`config.mk`:
```
export PLATFORM = sky130hd
export DESIGN_NAME = pick_voq_rr_flat
export DESIGN_NICKNAME = d
export VERILOG_FILES = /design/src/rtl/pick_voq_rr_if.sv /design/src/rtl/pick_voq_rr.sv /design/src/flat_wrapper.sv
export SDC_FILE = /design/constraint.sdc
export NUM_CORES = 1
export LEC_CHECK = 0
export ABC_AREA = 1
export BUFFER_PORTS_ARGS = -buffer_cell sky130_fd_sc_hd__buf_2
export CAP_MARGIN = 25
export CORE_AREA = 8 8 45 47
export CTS_CLUSTER_SIZE = 40
export DETAILED_ROUTE_END_ITERATION = 7
export DIE_AREA = 0 0 53 55
export PLACE_DENSITY = 0.6
export SETUP_SLACK_MARGIN = 0.4
export SLEW_MARGIN = 10
export SYNTH_ARGS = -nofsm -noshare
export SYNTH_HDL_FRONTEND = slang
export SYNTH_SLANG_ARGS = --single-unit
```
`constraint.sdc`:
```
create_clock -name clk -period 4.6 [get_ports clk]
set_input_delay 0.92 -clock clk [delete_from_list [all_inputs] [get_ports clk]]
set_output_delay 0.92 -clock clk [all_outputs]
set_load 0.05 [all_outputs]
```
`src/rtl/pick_voq_rr_if.sv`:
```
// pick_voq_rr_if: bundles the selection/commit signals of one ingress VOQ picker.
//
// Optional feature macro: PICK_VOQ_STATS_EN (adds the CNT_W parameter and grant_cnt).
//
// Signals:
//   start_voq_num    caller -> picker  round-robin start index
//   voq_empty        caller -> picker  bit i = 1: VOQ i empty
//   voq_picked       caller -> picker  bit i = 1: egress i already claimed
//   pick_commit      caller -> picker  accept current pick this cycle
//   no_available_voq picker -> caller  no eligible VOQ (combinational)
//   voq_to_pick      picker -> caller  selected VOQ (combinational)
//   last_pick        picker -> caller  registered last committed pick
//   last_pick_valid  picker -> caller  registered, set after first commit
//   grant_cnt        picker -> caller  per-VOQ grant counters (stats build only)
interface pick_voq_rr_if #(
    parameter int unsigned N_VOQ = 4
`ifdef PICK_VOQ_STATS_EN
    ,
    parameter int unsigned CNT_W = 16
`endif
);
    localparam int unsigned IDX_W = $clog2(N_VOQ);

    logic [IDX_W-1:0] start_voq_num;
    logic [N_VOQ-1:0] voq_empty;
    logic [N_VOQ-1:0] voq_picked;
    logic             pick_commit;
    logic             no_available_voq;
    logic [IDX_W-1:0] voq_to_pick;
    logic [IDX_W-1:0] last_pick;
    logic             last_pick_valid;
`ifdef PICK_VOQ_STATS_EN
    logic [N_VOQ*CNT_W-1:0] grant_cnt;

    modport master (
        output start_voq_num, voq_empty, voq_picked, pick_commit,
        input  no_available_voq, voq_to_pick, last_pick, last_pick_valid, grant_cnt
    );
    modport slave (
        input  start_voq_num, voq_empty, voq_picked, pick_commit,
        output no_available_voq, voq_to_pick, last_pick, last_pick_valid, grant_cnt
    );
`else
    modport master (
        output start_voq_num, voq_empty, voq_picked, pick_commit,
        input  no_available_voq, voq_to_pick, last_pick, last_pick_valid
    );
    modport slave (
        input  start_voq_num, voq_empty, voq_picked, pick_commit,
        output no_available_voq, voq_to_pick, last_pick, last_pick_valid
    );
`endif
endinterface

```
`src/rtl/pick_voq_rr.sv`:
```
// pick_voq_rr: per-ingress round-robin VOQ selector for the crossbar scheduler.
// Returns, combinationally, the first non-empty and unclaimed VOQ searching upward
// (with wrap) from start_voq_num, and records the last committed pick.
//
// Optional feature macro: PICK_VOQ_STATS_EN adds saturating per-VOQ grant counters
// (CNT_W bits each) exported on bus.grant_cnt.
//
// Ports:
//   clk    system clock, rising edge
//   reset  synchronous active-high reset (clears registered state only)
//   bus    pick_voq_rr_if.slave, see the interface for signal descriptions
module pick_voq_rr #(
    parameter int unsigned N_VOQ = 4
`ifdef PICK_VOQ_STATS_EN
    ,
    parameter int unsigned CNT_W = 16
`endif
) (
    input logic         clk,
    input logic         reset,
    pick_voq_rr_if.slave bus
);
    localparam int unsigned IDX_W = $clog2(N_VOQ);

    logic [N_VOQ-1:0] eligible;
    logic [N_VOQ-1:0] rot;
    logic [IDX_W-1:0] offset;
    logic [IDX_W-1:0] pick;
    logic             found;
    logic             commit_ok;

    logic [IDX_W-1:0] last_pick_q, last_pick_d;
    logic             last_pick_valid_q, last_pick_valid_d;

    // Selection: rot[k] is eligibility of candidate start+k; the lowest set bit of
    // rot is the round-robin winner. Index arithmetic wraps because N_VOQ is 2^IDX_W.
    always_comb begin
        eligible = ~bus.voq_empty & ~bus.voq_picked;
        rot      = '0;
        for (int k = 0; k < N_VOQ; k++) begin
            rot[k] = eligible[bus.start_voq_num + IDX_W'(k)];
        end
        found  = 1'b0;
        offset = '0;
        for (int k = N_VOQ - 1; k >= 0; k--) begin
            if (rot[k]) begin
                found  = 1'b1;
                offset = IDX_W'(k);
            end
        end
        // offset stays 0 when nothing is eligible, so pick falls back to start.
        pick = bus.start_voq_num + offset;
    end

    assign bus.no_available_voq = ~found;
    assign bus.voq_to_pick      = pick;
    assign commit_ok            = bus.pick_commit & found;

    always_comb begin
        last_pick_d       = last_pick_q;
        last_pick_valid_d = last_pick_valid_q;
        if (commit_ok) begin
            last_pick_d       = pick;
            last_pick_valid_d = 1'b1;
        end
    end

    always_ff @(posedge clk) begin
        if (reset) begin
            last_pick_q       <= '0;
            last_pick_valid_q <= 1'b0;
        end else begin
            last_pick_q       <= last_pick_d;
            last_pick_valid_q <= last_pick_valid_d;
        end
    end

    assign bus.last_pick       = last_pick_q;
    assign bus.last_pick_valid = last_pick_valid_q;

`ifdef PICK_VOQ_STATS_EN
    // Packed so that VOQ i lands at grant_cnt[i*CNT_W +: CNT_W].
    logic [N_VOQ-1:0][CNT_W-1:0] cnt_q, cnt_d;

    always_comb begin
        cnt_d = cnt_q;
        // Saturate at all-ones instead of wrapping.
        if (commit_ok && (cnt_q[pick] != '1)) begin
            cnt_d[pick] = cnt_q[pick] + CNT_W'(1);
        end
    end

    always_ff @(posedge clk) begin
        if (reset) begin
            cnt_q <= '0;
        end else begin
            cnt_q <= cnt_d;
        end
    end

    assign bus.grant_cnt = cnt_q;
`endif

endmodule

```
`src/flat_wrapper.sv`:
```
// flat-port wrapper written by rule: the top's interface ports become plain ports
module pick_voq_rr_flat 
#(
    parameter int unsigned N_VOQ = 4

)
  (clk, reset, bus_start_voq_num, bus_voq_empty, bus_voq_picked, bus_pick_commit, bus_no_available_voq, bus_voq_to_pick, bus_last_pick, bus_last_pick_valid);
  pick_voq_rr_if #(.N_VOQ(N_VOQ)) bus_i ();
  input logic clk;
  input logic reset;
  input wire logic [$bits(bus_i.start_voq_num)-1:0] bus_start_voq_num;
  input wire logic [$bits(bus_i.voq_empty)-1:0] bus_voq_empty;
  input wire logic [$bits(bus_i.voq_picked)-1:0] bus_voq_picked;
  input wire logic [$bits(bus_i.pick_commit)-1:0] bus_pick_commit;
  output wire logic [$bits(bus_i.no_available_voq)-1:0] bus_no_available_voq;
  output wire logic [$bits(bus_i.voq_to_pick)-1:0] bus_voq_to_pick;
  output wire logic [$bits(bus_i.last_pick)-1:0] bus_last_pick;
  output wire logic [$bits(bus_i.last_pick_valid)-1:0] bus_last_pick_valid;
  assign bus_i.start_voq_num = bus_start_voq_num;
  assign bus_i.voq_empty = bus_voq_empty;
  assign bus_i.voq_picked = bus_voq_picked;
  assign bus_i.pick_commit = bus_pick_commit;
  assign bus_no_available_voq = bus_i.no_available_voq;
  assign bus_voq_to_pick = bus_i.voq_to_pick;
  assign bus_last_pick = bus_i.last_pick;
  assign bus_last_pick_valid = bus_i.last_pick_valid;
  pick_voq_rr #(.N_VOQ(N_VOQ)) u_core (.clk(clk), .reset(reset), .bus(bus_i));
endmodule
```
Word-level counts from Yosys, hierarchy flattened:

Cells that the tools add are included.

* register bits: 3
* input port bits: 13
* output and inout port bits: 6
* word-level logic and storage cells: 31

* add/sub/neg operators: 4
* magnitude comparators: 4
* multiplexer cells: 16
* bitwise operators: 5

Operator list (number)
* less-than comparator 2 x 3 -> 1 bit, second input constant: 4
* binary-select mux 1 bit (select 2 bit): 4
* two-way mux 1 bit: 8
* two-way mux 2 bit: 4
* inverter 4 bit: 2
* adder 2 bit, second input constant: 2
* bitwise AND 4 bit: 1
* adder 2 x 1 -> 2 bit, second input constant: 1
* adder 2 bit: 1
* bitwise AND 1 bit: 1
* inverter 1 bit: 1

Depth between registers and ports, before layout:

* depth after elaboration: 9
* depth in mapped cells: 15
* depth with buffers taken out: 15

Worst setup path before layout:

OpenSTA, ideal clock, no wires.

* kind: input port to output port
* start point: input bus_start_voq_num[0]
* end point: output bus_voq_to_pick[1]
* data arrival time: 2.249 ns
* data required time: 3.680 ns
* setup slack: 1.431 ns
* cell stages on the path: 13
* path buffers: 0
* path through: inv_2 > nand2_1 > nand2_2 > inv_2 > nand2_1 > nand2_1 > a21oi_1 > nor2_1 > ha_1 > xor2_1 > inv_1 > nand3_1 > nand2_1

* longest elaborated chain between the ends: 8

Ends and longest elaborated chain
* start: declaration: RTL line flat_wrapper.sv:11 `input wire logic [$bits(bus_i.start_voq_num)-1:0] bus_start_voq_num;`
* adder 2 bit: RTL line pick_voq_rr.sv:41 `rot[k] = eligible[bus.start_voq_num + IDX_W'(k)];`
* binary-select mux 1 bit (select 2 bit): RTL line pick_voq_rr.sv:41
* two-way mux 1 bit (implied by the code): RTL line pick_voq_rr.sv:41
* two-way mux 2 bit (4 in series): RTL line pick_voq_rr.sv:46 `if (rot[k]) begin`
* adder 2 bit *: RTL line pick_voq_rr.sv:52 `pick = bus.start_voq_num + offset;`
* end: declaration: RTL line flat_wrapper.sv:16 `output wire logic [$bits(bus_i.voq_to_pick)-1:0] bus_voq_to_pick;`

Every way passes the cells marked *; elsewhere a longest branch is shown, timed or not. The select of a mux whose other input is x is not followed.

Final worst setup path:

Ends and elaborated chain as after synthesis.

==> metrics.yaml <==
run_status:
  run_status: "complete, no violations"
route:
  first_drt_pass_iteration_count: 3
  route.detailed.vias_per_inst: 4.17
  route.vias.total: 442
  drtAntennaViolNets: 0
  dr.first_iter.drc_count: 6
  detail_route.drc_violations: 0
  drt_wl_total_um: 878
  post_detailed_route_wirelength_per_cell_um: 8.28
synthesis:
  post_synth_instance_area_um2: 368
  async_flop_share: 0
  synth.ff_latch_count: 3
  synth_cell_type_count: 15
  synth_compound_area_frac: 0.0646
  muxShareOfSynthArea: 0
  synth_enable_flop_cells: 0
  sequential_share_of_the_synthesized_area: 0.163
  syn_avg_cell_area_um2: 5.41
  syn-instance-count: 68
  yosys_most_used_dff: "dfxtp_1"
  combinational_family_with_the_most_area_after_synthesis: "simple AND/OR/NAND/NOR gates"
  yosysMostFrequentCell: "nand2_1"
  synth-xor-area-share: 0.0238
  synth.top_cell.area_share: 0.296
  yosys.area.top_type: "nand2_1"
  top_cells_by_area_synth: "nand2_1 30%, dfxtp_1 16%, nand2_2 12%"
  synth.net_count: 82
  synth_fa_ha_area_frac: 0.0340
  synthesis.yosys.warnings: 0
  synth.top_cells.by_count: "29 x nand2_1, 7 x nand2_2, 7 x nor2_1"
  post_synth_and_or_nand_nor_area_fraction: 0.633
placed_design:
  gp_congestion: 0.797
  numPortBuffers: 18
  place_hpwl_um: 768
  post_placement_cell_count: 102
timing:
  setup_viol_count_final: 0
  hold_viol_final: 0
  slew_at_the_pin_with_the_worst_max_slew_slack_ps: 253
  fmax_ghz: 0.294
  clock_period_minus_worst_slack_ps: 3400
  min_period_over_period: 0.739
  slew_violations: 0
  setup_total_negative_slack_ps: 0
  setup_skew_ps: 0
  timing.slew.headroom: 0.833
  setup_repair_after_global_routing_missed_its_margin: "no"
cts:
  cts.clk_slew.worst_paths_ps: 40
  clockRootBuffer: "clkbuf_4"
  number_of_cells_upsized_or_downsized_after_cts: 0
  cts.repair_timing.setup_buffer_count: 0
  cts.hold.buffers_added: 0
  cts_made_buffers: 3
  insertion_delay_ps: 240
  cts_tree: "built"
  htree_levels: 1
  maximum_buffer_depth_of_the_clock_tree: 2
  tritoncts_num_sinks: 3
die:
  num_io_pins: 19
  starting_density_of_the_core: 0.266
  die_area_um2: 2920
  num_rows: 14
  die-width_um: 53
  placeableCoreArea_um2: 1380
  die-height_um: 55
grt:
  gr-total-overflow: 0
  grt.total_usage: 0.0649
  initial_antenna_violation_count: 0
  grt_pass1_wl_um: 1470
  grt_max_degree: 8
  number_of_global_route_vias_before_repair: 389
critical_path:
  arrival_worst_endpoint_ps: 2480
  required_ps: 3680
  critPathCaptureType: "output pin"
  critPathMaxFanout: 7
  timing.critical_path.from_type: "input pin"
  worstSetupPathType: "input pin to output pin"
pwr:
  switching_share: 0.467
  seq_power_share: 0.192
  switching_power_w: 0.0000740
  power-per-cell-area_nw_per_um2: 315
  power.ir.vdd_worst_mv: 0.185
  p_leak_nw: 0.309
  finalPower_w: 0.000159
  p_int_w: 0.0000846
  clkPwrFrac: 0.298
  power_frac_comb: 0.510
final_layout:
  post_route_cells_drive_above_1_share: 0.389
  final_cells: 106
  layout.nets: 105
  area_growth_pct: 37.1
  antenna-diode-count: 0
flow_run:
  cap_viol_max_count: 0
hold_path:
  worstHoldPathType: "register to register"
-- kinds of logic (layout without fill, tap and decap cells) --
kind of cell,count (synthesis),count (layout)
fa+ha+maj,1,1
buf+inv,8,30
flops,3,3
xor+xnor,1,1
simple gates,51,51
compound gates,4,4
-- metrics by stage --
stage	hold slack [ps]	cell area (µm²)	utilization	worst slack, ps
6_report	443	504	0.364	1200
3_5_place_dp	439	478	0.345	1190
2_1_floorplan	661	368	-	1430
4_1_cts	445	504	0.364	1190
5_1_grt	470	504	0.364	1020
3_3_place_gp	433	478	0.345	1190
-- cell usage in the layout, fill, tap and decap left out --
cell / instances
nand2_2: 7
inv_2: 3
nor2_4: 1
inv_1: 5
a21oi_1: 2
nand3_1: 5
clkbuf_1: 1
clkbuf_4: 3
a21oi_2: 1
nand2_4: 1
dfxtp_1: 3
nor2_1: 7
xor2_1: 1
nand2_1: 29
nor2_2: 1
buf_2: 18
o21ai_0: 1
ha_1: 1
-- worst max-delay path: stages --
cell and delay [ps]:
buf_2 150, inv_2 90, nand2_1 60, nand2_2 100, inv_2 50, nand2_1 50
nand2_1 70, a21oi_1 130, nor2_1 60, ha_1 180, xor2_1 150, inv_1 50
nand3_1 60, nand2_1 80, buf_2 260
-- per-layer routing --
metal / GRT usage / wire length [µm]
met5: 0 / 0
met4: 0.0259 / 0
met3: 0.0241 / 21
met2: 0.123 / 489
met1: 0.0620 / 367
-- registers in the layout, indices dropped and copies added, names as in the netlist --
register	flops
u_core.bus.last_pick	2
u_core.bus.last_pick_valid	1
-- worst paths after layout --
kind | slack (ps) | from | cells past startpoint | to
setup reg to reg | 4000 | u_core.bus.last_pick[1] | 4 | u_core.bus.last_pick[1]
setup / recovery | 1200 | bus_start_voq_num[0] | 15 | bus_voq_to_pick[1]
hold reg to reg | 440 | u_core.bus.last_pick_valid | 2 | u_core.bus.last_pick_valid
hold / removal | 440 | u_core.bus.last_pick_valid | 2 | u_core.bus.last_pick_valid
-- power by group through the flow --
stage | logic, W | clock network, W | registers, W
2_1_floorplan | 0.0000528 | 0 | 0.0000412
3_3_place_gp | 0.0000813 | 0 | 0.0000308
3_5_place_dp | 0.0000816 | 0 | 0.0000310
4_1_cts | 0.0000818 | 0.0000494 | 0.0000305
5_1_grt | 0.0000881 | 0.0000525 | 0.0000309
6_report | 0.0000809 | 0.0000473 | 0.0000304
-- layout make-up --
type,count,area (µm²)
fillers,162,880
multi-input cells,57,278
repair buffers,18,90.1
flip-flops and latches,3,60.1
inverters,8,30.0
clock buffers,4,26.3
well taps,16,20.0
(Power assumes the default switching activity.)
